### src/rtl/muldiv_pkg.sv
// Shared types and constants for the iterative HI/LO multiply/divide unit.
package muldiv_pkg;

    localparam int WIDTH = 32;
    localparam int ITER  = 32;

    typedef enum logic [1:0] {
        OP_MULT  = 2'd0,
        OP_MULTU = 2'd1,
        OP_DIV   = 2'd2,
        OP_DIVU  = 2'd3
    } muldiv_op_t;

    typedef enum logic [1:0] {
        S_IDLE = 2'd0,
        S_CALC = 2'd1,
        S_FIX  = 2'd2
    } muldiv_state_t;

endpackage

### src/rtl/muldiv_step.sv
// One iteration of the datapath: shift-add multiply or restoring-divide step
// on an {upper, lower} register pair holding magnitudes only.
module muldiv_step
    import muldiv_pkg::*;
(
    input  logic             is_div,
    input  logic [WIDTH-1:0] upper,
    input  logic [WIDTH-1:0] lower,
    input  logic [WIDTH-1:0] operand,
    output logic [WIDTH-1:0] upper_next,
    output logic [WIDTH-1:0] lower_next
);

    logic [WIDTH:0]   sum;
    logic [WIDTH:0]   shifted;
    logic [WIDTH-1:0] diff;
    logic             fits;

    always_comb begin
        sum        = {1'b0, upper} + (lower[0] ? {1'b0, operand} : '0);
        shifted    = {upper, lower[WIDTH-1]};
        fits       = (shifted >= {1'b0, operand});
        // Remainder is always below the divisor, so a 32-bit subtract suffices.
        diff       = shifted[WIDTH-1:0] - operand;
        upper_next = '0;
        lower_next = '0;
        if (is_div) begin
            upper_next = fits ? diff : shifted[WIDTH-1:0];
            lower_next = {lower[WIDTH-2:0], fits};
        end else begin
            upper_next = sum[WIDTH:1];
            lower_next = {sum[0], lower[WIDTH-1:1]};
        end
    end

endmodule

### src/rtl/hilo_muldiv.sv
// HI/LO owner for the MIPS core: 33-cycle iterative MULT/MULTU/DIV/DIVU plus
// MTHI/MTLO writes. Operates on magnitudes and applies signs in the FIX state.
module hilo_muldiv
    import muldiv_pkg::*;
#(
    parameter int WIDTH = 32
) (
    input  logic             clk,
    input  logic             rst_n,
    input  logic             start,
    input  logic [1:0]       op,
    input  logic [WIDTH-1:0] op1,
    input  logic [WIDTH-1:0] op2,
    input  logic             mthi,
    input  logic             mtlo,
    input  logic [WIDTH-1:0] wdata,
    output logic             busy,
    output logic             done,
    output logic [WIDTH-1:0] hi,
    output logic [WIDTH-1:0] lo
);

    muldiv_state_t    state_reg;
    logic [4:0]       cnt_reg;
    logic             is_div_reg;
    logic             neg_main_reg;
    logic             neg_rem_reg;
    logic             div0_reg;
    logic [WIDTH-1:0] operand_reg;
    logic [WIDTH-1:0] upper_reg;
    logic [WIDTH-1:0] lower_reg;
    logic [WIDTH-1:0] hi_reg;
    logic [WIDTH-1:0] lo_reg;
    logic             done_reg;

    logic             is_signed;
    logic             start_div;
    logic [WIDTH-1:0] mag1;
    logic [WIDTH-1:0] mag2;
    logic [WIDTH-1:0] step_upper;
    logic [WIDTH-1:0] step_lower;
    logic [2*WIDTH-1:0] prod_fix;
    logic [WIDTH-1:0] quo_fix;
    logic [WIDTH-1:0] rem_fix;

    always_comb begin
        is_signed = (op == OP_MULT) || (op == OP_DIV);
        start_div = (op == OP_DIV) || (op == OP_DIVU);
        mag1      = (is_signed && op1[WIDTH-1]) ? -op1 : op1;
        mag2      = (is_signed && op2[WIDTH-1]) ? -op2 : op2;
        prod_fix  = neg_main_reg ? -{upper_reg, lower_reg} : {upper_reg, lower_reg};
        // A zero divisor leaves the dividend magnitude as remainder, so only LO needs forcing.
        quo_fix   = div0_reg ? '1 : (neg_main_reg ? -lower_reg : lower_reg);
        rem_fix   = neg_rem_reg ? -upper_reg : upper_reg;
    end

    muldiv_step u_step (
        .is_div     (is_div_reg),
        .upper      (upper_reg),
        .lower      (lower_reg),
        .operand    (operand_reg),
        .upper_next (step_upper),
        .lower_next (step_lower)
    );

    always_ff @(posedge clk) begin
        if (!rst_n) begin
            state_reg    <= S_IDLE;
            cnt_reg      <= '0;
            is_div_reg   <= 1'b0;
            neg_main_reg <= 1'b0;
            neg_rem_reg  <= 1'b0;
            div0_reg     <= 1'b0;
            operand_reg  <= '0;
            upper_reg    <= '0;
            lower_reg    <= '0;
            hi_reg       <= '0;
            lo_reg       <= '0;
            done_reg     <= 1'b0;
        end else begin
            done_reg <= 1'b0;
            case (state_reg)
                S_IDLE: begin
                    if (start) begin
                        state_reg    <= S_CALC;
                        cnt_reg      <= '0;
                        is_div_reg   <= start_div;
                        neg_main_reg <= is_signed && (op1[WIDTH-1] ^ op2[WIDTH-1]);
                        neg_rem_reg  <= is_signed && op1[WIDTH-1];
                        div0_reg     <= (op2 == '0);
                        operand_reg  <= start_div ? mag2 : mag1;
                        upper_reg    <= '0;
                        lower_reg    <= start_div ? mag1 : mag2;
                    end else begin
                        if (mthi) hi_reg <= wdata;
                        if (mtlo) lo_reg <= wdata;
                    end
                end
                S_CALC: begin
                    upper_reg <= step_upper;
                    lower_reg <= step_lower;
                    cnt_reg   <= cnt_reg + 5'd1;
                    if (cnt_reg == 5'(ITER - 1)) state_reg <= S_FIX;
                end
                S_FIX: begin
                    if (is_div_reg) begin
                        hi_reg <= rem_fix;
                        lo_reg <= quo_fix;
                    end else begin
                        hi_reg <= prod_fix[2*WIDTH-1:WIDTH];
                        lo_reg <= prod_fix[WIDTH-1:0];
                    end
                    done_reg  <= 1'b1;
                    state_reg <= S_IDLE;
                end
                default: state_reg <= S_IDLE;
            endcase
        end
    end

    assign busy = (state_reg != S_IDLE);
    assign done = done_reg;
    assign hi   = hi_reg;
    assign lo   = lo_reg;

endmodule

### config.mk
export PLATFORM = sky130hd
export DESIGN_NAME = hilo_muldiv
export DESIGN_NICKNAME = d
export VERILOG_FILES = /design/src/rtl/muldiv_pkg.sv /design/src/rtl/muldiv_step.sv /design/src/rtl/hilo_muldiv.sv
export SDC_FILE = /design/constraint.sdc
export NUM_CORES = 1
export LEC_CHECK = 0
export CAP_MARGIN = 25
export CORE_UTILIZATION = 35
export CTS_CLUSTER_DIAMETER = 50
export CTS_CLUSTER_SIZE = 30
export DETAILED_ROUTE_END_ITERATION = 8
export PLACE_DENSITY = 0.6
export SLEW_MARGIN = 20
export SYNTH_ARGS = -nofsm -noshare
export SYNTH_HDL_FRONTEND = slang
export SYNTH_SLANG_ARGS = --single-unit
### constraint.sdc
create_clock -name clk -period 3.7 [get_ports clk]
set_input_delay 0.555 -clock clk [delete_from_list [all_inputs] [get_ports clk]]
set_output_delay 0.555 -clock clk [all_outputs]
set_load 0.1 [all_outputs]
Word-level counts from Yosys, hierarchy flattened
Index checks and enable logic that the tools add are counted.
- logic and storage cells: 78
- flip-flop bits (word level): 172
- output and inout port bits: 66
- magnitude comparators: 1
- mux-type cells: 30
- eq/ne operators: 10
- add/sub/neg operators: 8
- reduce and logical (&&, ||, !) cells: 16
- bitwise gates (word level): 1
- operator list (kind ; number):
    $mux W32 ; 19
    $pmux W32 S2 ; 4
    $neg A32 Y32 ; 4
    $mux W64 ; 1
    $neg A64 Y64 ; 1
    $add A32 B33 Y33 ; 1
    $ge A33 B32 Y1 ; 1
    $logic_not A32 Y1 ; 1
    $sub A32 B32 Y32 ; 1
    $ne A2 B2 Y1 const B ; 5
    $pmux W5 S2 ; 1
    $eq A2 B2 Y1 const B ; 3
    $reduce_and A2 Y1 ; 3
    $reduce_and A3 Y1 ; 2
    $reduce_bool A2 Y1 ; 3
    $add A5 B1 Y5 const B ; 1
    $eq A5 B5 Y1 const B ; 1
    $mux W5 ; 1
    $logic_not A2 Y1 ; 2
    $mux W2 ; 2
    $pmux W2 S2 ; 1
    $logic_and A1 B1 Y1 ; 3
    $eq A2 B1 Y1 const B ; 1
    $logic_or A1 B1 Y1 ; 2
    2 further kinds ; 2

Logic depth before layout (Yosys ltp)
Gate-level depths: netlist of run 1.
- depth after elaboration: 7
- depth in mapped cells: 15

By module
From an unflattened synthesis of run 1, not the netlist that was laid out.
- cell total of the unflattened synthesis: 2110
- area total of the unflattened synthesis: 15756.4 µm²
- modules (own cells, without submodules) (module ; cells an instance ; area each (µm²) ; instances ; seq. area each (µm²)):
    hilo_muldiv ; 1405 ; 10889.2 ; 1 ; 3443.3
    muldiv_step ; 705 ; 4867.2 ; 1 ; 0.0

Worst setup path before layout of run 1
No wires, ideal clock.
- kind: register to register
- start: register lower_reg[0]
- end: register upper_reg[24]
- path buffers: 1
- stages on the path, launching flop included: 14
- period minus slack after synthesis: 3.135 ns
- data arrival time: 3.044 ns
- path slack: 0.565 ns
- cells stage by stage: dfxtp_1 -> inv_1 -> clkbuf_1 -> nor2_1 -> ha_1 -> a21o_1 -> a311o_1 -> a21oi_1 -> o21ai_0 -> a221o_1 -> a211oi_1 -> xor2_1 -> o21a_1 -> a311oi_1
- word-level cells in the longest chain between the ends: 4
- ends and longest elaborated chain (element ; RTL line ; text):
    from (decl) ; hilo_muldiv.sv:31 ; logic [WIDTH-1:0] lower_reg;
    from (signal assigned) ; hilo_muldiv.sv:93 ; lower_reg <= start_div ? mag1 : mag2;
    from (signal assigned) ; hilo_muldiv.sv:101 ; lower_reg <= step_lower;
    $mux W32 ; muldiv_step.sv:20 ; sum = {1'b0, upper} + (lower[0] ? {1'b0, operand} : '0);
    $add A32 B33 Y33 ; muldiv_step.sv:20 ;
    $mux W32 ; muldiv_step.sv:27 ; if (is_div) begin
    $pmux W32 S2 ; hilo_muldiv.sv:82 ; case (state_reg)
    to (signal assigned) ; hilo_muldiv.sv:100 ; upper_reg <= step_upper;
    to (decl) ; hilo_muldiv.sv:30 ; logic [WIDTH-1:0] upper_reg;
No other way between the ends.
A chain may end at the register's enable or synchronous reset.

Worst setup path after layout of run 1
- start: register lower_reg[0]
- end: register upper_reg[23]
Same word-level chain as after synthesis.

==> results by group, run 1 <==
Logic synthesis
  – Syn Inst Count: 1974
  – Syn Area/Cell: 7.38 sq um
  – Seq/Total Area, Yosys: 23.6%
  – #FFs+latches synth: 172
  – Synth top area cells: dfxtp_1 (24%), a21oi_1 (8.4%), xnor2_1 (6.1%)
  – Synth Warn #: 0
  – Ys flop type: dfxtp_1
  – EDFF count, synth: 0
  – Largest area contributor in the netlist: dfxtp_1
  – Distinct cells, synth: 78
  – Fraction of registers with async set/reset: 0%
  – Post-synth top area share: around a quarter
  – Syn_nets: 2149
  – Synth Cell Area: 0.0146 sq mm

Floorplan
  – Die width: 206 microns
  – Die ar.: 0.0425 sq mm
  – Top-level I/O count: 169
  – Die height: 206 microns
  – Row count: 74
  – Core footprint: between 0.04 and 0.05 sq mm
  – Starting Density: 35.6%

Global route
  – Gr busiest metal: met2
  – First-pass GRT wire length: 86400 microns
  – Remaining global-route overflow: 0
  – Initial antenna violation count: 1
  – GRT met1 Usage: 37.6%
  – Pin count of the biggest net entering global routing: 81
  – Global-route usage over all layers: 26.7%
  – Vias in the first global route: 14600
  – Met3 usage: under 10%
  – Met2 Usage GRT: roughly 40%

Drt
  – Initial drt markers: 1467
  – DRC errors left: 0
  – Vias per cell: 5.90
  – DR WL/cell: ~21 microns
  – Antenna-violating nets left: 0
  – Drt pass-1 iters: 5
  – Via Count: 15800
  – Final WL: 57500 microns

Job
  – Maxcap violations: 0

Pwr
  – Sw frac: about two fifths
  – NetSw: 2.32 mW
  – Total power: about 6 mW
  – Power Internal: 3.69 mW
  – Clock power share: 31.1%
  – Sequential share of power: between 30% and 40%
  – Leak pwr: 6.93 nW
  – Peak VDD IR: 312 uV
  – Power density over the cells: 337 mW/mm^2
  – Combinational power share: between 30% and 40%

Placed design
  – Post-DP Area: 0.0172 sq mm
  – DP HPWL: 45100 microns
  – Port buffer count: 168
  – RePlAce Congestion: 0.982
  – Place WS: about 0.10 ns

Setup path
  – Type of origin of the critical path: flop
  – Most frequent CP cell: o21ai_0
  – CP max-delay cell: dfxtp_1
  – Buffer and inverter count on the worst path: 2
  – Flop-to-flop setup slack: 0.17 ns
  – Crit-path max FO: 4
  – Crit path from: lower_reg[0]$_SDFFE_PN0P_
  – Crit. End Element: flop
  – Crit-path max cell delay: approximately 0.4 ns
  – Critical Path AT: 3.85 ns
  – Crit path to: upper_reg[23]$_SDFFE_PN0P_
  – Worst Reg2Reg Path Length in Cells: 14
  – Critical Path, Cell by Cell: and2_1 > ha_1 > inv_1 > fa_1 > nand2b_1 > a21oi_1 > o21ai_0 > o21ai_0 > buf_4 > a21oi_1 > o21ai_0 > mux2_2 > a31oi_1 > o21ai_0
  – R2R Path End: upper_reg[23]$_SDFFE_PN0P_
  – Crit Path Category: reg2reg
  – Critical path depth: 14
  – Crit-path leading delay family: compound AO/OA/AOI/OAI gates
  – Req. time, crit path: 4.02 ns
  – Worst R2R Start: lower_reg[0]$_SDFFE_PN0P_

STA
  – Hold Violations, Final: 0
  – Fin crit share: between 90 and 100%
  – Maximum clock rate: ~280 MHz
  – Setup TNS: 0 ns
  – RSZ-0062 raised after global routing: false
  – Setup WS post-layout: 0.166 ns
  – Tmin final: approximately 3.5 ns
  – Count of pins over their slew limit: 0
  – Worst Clk Skew: 0.0152 ns
  – Final Setup Violations: 0
  – Hold slack: ~0.45 ns
  – Worst-Margin Slew: ~1 ns
  – Relative slew slack: roughly a third

Clock network
  – Clock root cell: clkbuf_16
  – Clk slew on worst S/H paths: 0.07 ns
  – Worst-case clock buffer depth: 2
  – Clock sink total: 172
  – Later-pin clock latency in the skew report: 0.45 ns
  – TritonCTS Buffers: 17
  – Post-CTS Hold Buffers: 0
  – CTS H-tree depth: 4
  – TritonCTS clock tree: done

Final layout
  – Area grow syn2layout: 22.3%
  – Share of cells above drive strength 1: approximately 9.1%
  – Finished Cell Area: 0.0178 sq mm
  – Fill cells: between 4000 and 5000
  – # diodes: 0
  – Final nets: about 2300

Min path
  – Worst hold path stage count: 2
  – Hold Crit Class: reg2reg

Outcome
  – Status: completed
[area by class of cell]
class	instances	area, sq um	area share [%]
repair buffers	271	2490	14.0
clock buffers	19	453	2.54
well taps	532	666	3.73
flip-flops and latches	172	3440	19.3
multi-input cells	1599	10400	58.3
inverters	71	267	1.49
clock inverters	12	126	0.709
[worst reg2reg max path, delay by kind of cell (launching register included)]
family	cells	cell delay (ns)
and+or+nand+nor	2	0.37
muxes	1	0.37
adders and majority gates	2	0.58
AOI/OAI and AO/OA	7	1.45
buffers and inverters	2	0.23
DFF	1	0.40
[power by group through the flow]
stage | clock, mW | combinational [mW] | sequential [mW]
finish | 1.87 | 2.05 | 2.09
global route | 1.96 | 2.21 | 2.10
CTS | 1.88 | 2.03 | 2.09
detailed placement | 0 | 2.02 | 2.13
global placement | 0 | 2.01 | 2.13
floorplan | 0 | 1.14 | 2.30
[worst min path at each step]
stage,startpoint,end,slack [ns]
global placement,operand_reg[6]$_SDFFE_PN0P_,operand_reg[6]$_SDFFE_PN0P_,0.44
global route,lo[17]$_SDFFE_PN0P_,lo[17]$_SDFFE_PN0P_,0.47
CTS,lo[17]$_SDFFE_PN0P_,lo[17]$_SDFFE_PN0P_,0.45
detailed placement,lo[17]$_SDFFE_PN0P_,lo[17]$_SDFFE_PN0P_,0.45
finish,lo[17]$_SDFFE_PN0P_,lo[17]$_SDFFE_PN0P_,0.45
floorplan,operand_reg[10]$_SDFFE_PN0P_,operand_reg[10]$_SDFFE_PN0P_,0.43
[per-layer routing]
layer | vias up | share of wire, % | wire length, microns
li1 | 7495 | - | -
met1 | 7517 | 46 | 26300
met2 | 678 | 43 | 24500
met3 | 86 | 7.0 | 4050
met4 | 0 | 4.5 | 2570
met5 | - | 0 | 0
[kinds of logic (layout without fill, tap and decap cells)]
kind of cell | after synthesis | count (layout) | synth area share, %
mux | 77 | 77 | 5.55
compound gates | 692 | 692 | 29.6
simple gates | 585 | 585 | 19.2
xor+xnor | 173 | 173 | 10.4
fa+ha+maj | 72 | 72 | 6.28
buf+inv | 203 | 373 | 5.35
flops | 172 | 172 | 23.6
[synthesized netlist by cell type, types with 5 or more instances]
master	n
ha_1	70
nor2b_1	17
nand2b_1	28
and3_1	11
nand3_1	38
nand4_1	14
nor4_1	13
a221oi_1	10
buf_1	17
nor2_1	185
inv_1	69
a21boi_0	8
a21o_1	18
and2_1	17
nand2_1	183
dfxtp_1	172
a22o_1	5
a211oi_1	47
or2_2	5
a22oi_1	17
or4_1	12
xnor2_1	101
o41ai_1	12
or3_1	16
o21bai_1	15
o221ai_1	32
a21oi_1	245
nor3_1	25
o21a_1	9
a311oi_1	7
mux2_2	31
mux2i_1	46
clkbuf_1	106
o21ai_0	158
o31ai_1	23
a31oi_1	18
xor2_1	72
a221o_1	8
o22ai_1	9
buf_2	7
o211ai_1	20
[layout by cell type (no fill, tap or decap), types with 10 or more instances in the layout]
cell,count
mux2i_1,46
a21o_1,18
inv_1,68
a21oi_1,245
xnor2_1,101
o31ai_1,23
nor2b_1,15
dfxtp_1,171
o211ai_1,20
o21ai_0,158
o41ai_1,12
clkdlybuf4s50_1,167
nor2_1,183
buf_4,100
nor3_1,25
clkbuf_16,17
nor4_1,13
or3_1,16
o221ai_1,32
o21bai_1,15
or4_1,12
nand2b_1,28
a211oi_1,46
nand2_1,182
and3_1,11
xor2_1,72
nand4_1,14
and2_1,17
a22oi_1,17
ha_1,70
mux2_2,31
nand3_1,38
a221oi_1,10
a31oi_1,18
[through the flow]
step | instances | utilization, %
after detailed placement | 2645 | 42.1
final | 2676 | 43.6
after global routing | 2676 | 43.6
after global placement | 2645 | 42.1
after floorplan | 1974 | -
after CTS | 2676 | 43.5
[repair_timing]
| action | CTS | global route |
|---|---|---|
| resized for setup | 0 | 4 |
| endpoints found under the setup margin | 0 | 2 |
| buffers inserted | 0 | 0 |
(Power assumes the default switching activity.)
==> run 2: changes to the inputs <==
--- a/config.mk
+++ b/config.mk
@@ -10,6 +10,8 @@
 export CTS_CLUSTER_DIAMETER = 50
 export CTS_CLUSTER_SIZE = 30
 export DETAILED_ROUTE_END_ITERATION = 8
+export GPL_TIMING_DRIVEN = 1
+export HOLD_SLACK_MARGIN = 0.03
 export PLACE_DENSITY = 0.6
 export SLEW_MARGIN = 20
 export SYNTH_ARGS = -nofsm -noshare
==> results of run 2 <==
No change in the layout: final DEF, timing and power equal those of run 1.
==> run 3: changes to the inputs <==
--- a/config.mk
+++ b/config.mk
@@ -5,7 +5,7 @@
 export SDC_FILE = /design/constraint.sdc
 export NUM_CORES = 1
 export LEC_CHECK = 0
-export CAP_MARGIN = 25
+export CAP_MARGIN = 20
 export CORE_UTILIZATION = 35
 export CTS_CLUSTER_DIAMETER = 50
 export CTS_CLUSTER_SIZE = 30
@@ -13,6 +13,7 @@
 export GPL_TIMING_DRIVEN = 1
 export HOLD_SLACK_MARGIN = 0.03
 export PLACE_DENSITY = 0.6
+export REMOVE_ABC_BUFFERS = 1
 export SLEW_MARGIN = 20
 export SYNTH_ARGS = -nofsm -noshare
 export SYNTH_HDL_FRONTEND = slang
==> run 3 against run 2 <==
Compared with the run above: maximum frequency is 0.72% higher; wire length decreased by 2.7%; core utilization grew 0.22 points; clock skew shrank 0.0025 ns; register-to-register slack better by 0.03 ns; first-iteration DRC count fell by 0.82%; critical endpoint is now upper_reg[29]$_SDFFE_PN0P_; highest routed layer unchanged.
==> results by group, run 3 (synthesis results as in run 1) <==
Clock network
  – CTS H-tree depth: 4 (unchanged)
  – TritonCTS clock tree: done (unchanged)
  – Post-CTS Hold Buffers: 0 (unchanged)
  – Worst-case clock buffer depth: 2 (unchanged)
  – Clock root cell: clkbuf_16 (unchanged)
  – TritonCTS Buffers: 17 (unchanged)
  – Later-pin clock latency in the skew report: 0.45 ns (about the same)
  – Clock sink total: 172 (unchanged)
  – Clk slew on worst S/H paths: 0.07 ns (about the same)

Placed design
  – RePlAce Congestion: 0.968 (was 0.982)
  – Place WS: 0.0715 ns (was 0.104 ns)
  – Port buffer count: 168 (unchanged)
  – DP HPWL: 43400 microns (was 45100 microns)
  – Post-DP Area: 0.0172 sq mm (about the same)

Floorplan
  – Die width: 206 microns (unchanged)
  – Starting Density: 35.6% (unchanged)
  – Row count: 74 (unchanged)
  – Die ar.: 0.0425 sq mm (unchanged)
  – Top-level I/O count: 169 (unchanged)
  – Die height: 206 microns (unchanged)
  – Core footprint: 0.0409 sq mm (unchanged)

Drt
  – DRC errors left: 0 (unchanged)
  – Final WL: 55900 microns (was 57500 microns)
  – Drt pass-1 iters: 7 (was 5)
  – Initial drt markers: 1455 (was 1467)
  – Antenna-violating nets left: 0 (unchanged)
  – Vias per cell: 5.80 (was 5.90)
  – Via Count: 15500 (was 15800)
  – DR WL/cell: 20.9 microns (was 21.5 microns)

Setup path
  – Req. time, crit path: 4.06 ns (was 4.02 ns)
  – Crit-path leading delay family: simple AND/OR/NAND/NOR gates (was compound AO/OA/AOI/OAI gates)
  – Critical Path AT: 3.87 ns (was 3.85 ns)
  – Crit-path max cell delay: 0.50 ns (was 0.40 ns)
  – Critical Path, Cell by Cell: inv_1 > ha_1 > nand4_1 > or3_1 > or4_1 > nor3_1 > buf_4 > a2111oi_1 > and2_1 > buf_4 > nor2_1 > a21oi_1 > o21ai_0 (was and2_1 > ha_1 > inv_1 > fa_1 > nand2b_1 > a21oi_1 > o21ai_0 > o21ai_0 > buf_4 > a21oi_1 > o21ai_0 > mux2_2 > a31oi_1 > o21ai_0)
  – Crit Path Category: reg2reg (unchanged)
  – Crit. End Element: flop (unchanged)
  – Buffer and inverter count on the worst path: 3 (was 2)
  – CP max-delay cell: ha_1 (was dfxtp_1)
  – Crit-path max FO: 18 (was 4)
  – Type of origin of the critical path: flop (unchanged)
  – Most frequent CP cell: buf_4 (was o21ai_0)

STA
  – Count of pins over their slew limit: 0 (unchanged)
  – Worst Clk Skew: 0.0126 ns (was 0.0152 ns)
  – Maximum clock rate: 285 MHz (was 283 MHz)
  – Worst-Margin Slew: 1.12 ns (was 1.01 ns)
  – Relative slew slack: 25.0% (was 31.7%)
  – Final Setup Violations: 0 (unchanged)
  – Setup TNS: 0 ns (unchanged)
  – Fin crit share: 94.8% (was 95.5%)
  – Hold Violations, Final: 0 (unchanged)
  – RSZ-0062 raised after global routing: false (unchanged)
  – Tmin final: 3.51 ns (was 3.53 ns)
  – Setup WS post-layout: 0.192 ns (was 0.166 ns)

Global route
  – Met2 Usage GRT: 41.6% (was 39.8%)
  – Met3 usage: 4.12% (was 3.60%)
  – Remaining global-route overflow: 0 (unchanged)
  – Vias in the first global route: 14700 (was 14600)
  – Initial antenna violation count: 1 (unchanged)
  – Global-route usage over all layers: 26.4% (was 26.7%)
  – GRT met1 Usage: 36.4% (was 37.6%)
  – Pin count of the biggest net entering global routing: 92 (was 81)
  – First-pass GRT wire length: 86100 microns (was 86400 microns)
  – Gr busiest metal: met2 (unchanged)

Job
  – Maxcap violations: 0 (unchanged)

Outcome
  – Status: completed (unchanged)

Final layout
  – Area grow syn2layout: 22.9% (was 22.3%)
  – Reg area: 0.00344 sq mm (unchanged)
  – Most common cell after layout, fill and taps aside: a21oi_1 (unchanged)
  – Share of cells above drive strength 1: 9.28% (was 9.14%)
  – Core Util, Final: 43.8% (was 43.6%)
  – # diodes: 0 (unchanged)
  – Area of the multi-input gates: 0.0104 sq mm (about the same)
  – Most frequent cells in the layout: a21oi_1 (245), nand2_1 (182), nor2_1 (182) (was a21oi_1 (245), nor2_1 (183), nand2_1 (182))
  – Finished Cell Area: 0.0179 sq mm (was 0.0178 sq mm)
  – Fill cells: 4251 (was 4201)
  – Final nets: 2308 (was 2307)

Min path
  – Hold Crit Class: reg2reg (unchanged)

Pwr
  – Leak pwr: 6.95 nW (was 6.93 nW)
  – Peak VDD IR: 298 uV (was 312 uV)
  – Power density over the cells: 348 mW/mm^2 (was 337 mW/mm^2)
[run 3: cell types whose count changed in the layout (fill, tap and decap cells not counted), sizes merged]
cell	previous run	this run
clkinv	5	4
bufinv	1	5
clkinvlp	0	1
buf	104	105
inv	77	73
[run 3: tightest hold or removal path: stages, from the launching register on]
cell and delay (ns):
dfxtp_1 0.31, nand2_1 0.05, a21oi_1 0.05
[run 3: final cells by class]
cell class / instances / share of cell area (%)
Multi-Input combinational cell: 1599 / 58.0
Sequential cell: 172 / 19.2
Timing Repair Buffer: 272 / 13.9
Tap cell: 532 / 3.72
Clock buffer: 19 / 2.47
Inverter: 71 / 1.49
Clock inverter: 12 / 1.17
[run 3: path summary, 6_finish.rpt]
check	start	end	slack [ns]	cells past startpoint
worst max-delay path	operand_reg[30]$_SDFFE_PN0P_	upper_reg[29]$_SDFFE_PN0P_	0.19	13
worst min-delay path	lo[4]$_SDFFE_PN0P_	lo[4]$_SDFFE_PN0P_	0.45	2
worst max register to register	operand_reg[30]$_SDFFE_PN0P_	upper_reg[29]$_SDFFE_PN0P_	0.19	13
worst min register to register	lo[4]$_SDFFE_PN0P_	lo[4]$_SDFFE_PN0P_	0.45	2
[run 3: report_power, final]
part / switching, mW / leakage, nW / internal (mW)
logic: 1.29 / 5.23 / 0.770
clock network: 0.853 / 0.316 / 1.22
registers: 0.135 / 1.41 / 1.96
[run 3: layer usage]
layer,up-vias,routed length (microns)
met5,-,0
met4,0,1630
met3,91,3590
met2,583,24900
met1,7362,25800
li1,7497,-
[run 3: timing repair]
action	in CTS	in global routing
setup endpoints to repair	0	3
resized for setup	0	6
setup buffers	0	0
hold endpoints to repair	0	0
[run 3: metrics by stage]
step / instances / hold WS (ns) / total power, mW
2_1_floorplan: 1842 / 0.432 / 3.39
3_3_place_gp: 2646 / 0.442 / 4.14
3_5_place_dp: 2646 / 0.445 / 4.15
4_1_cts: 2677 / 0.452 / 6.22
5_1_grt: 2677 / 0.478 / 6.50
6_report: 2677 / 0.449 / 6.23
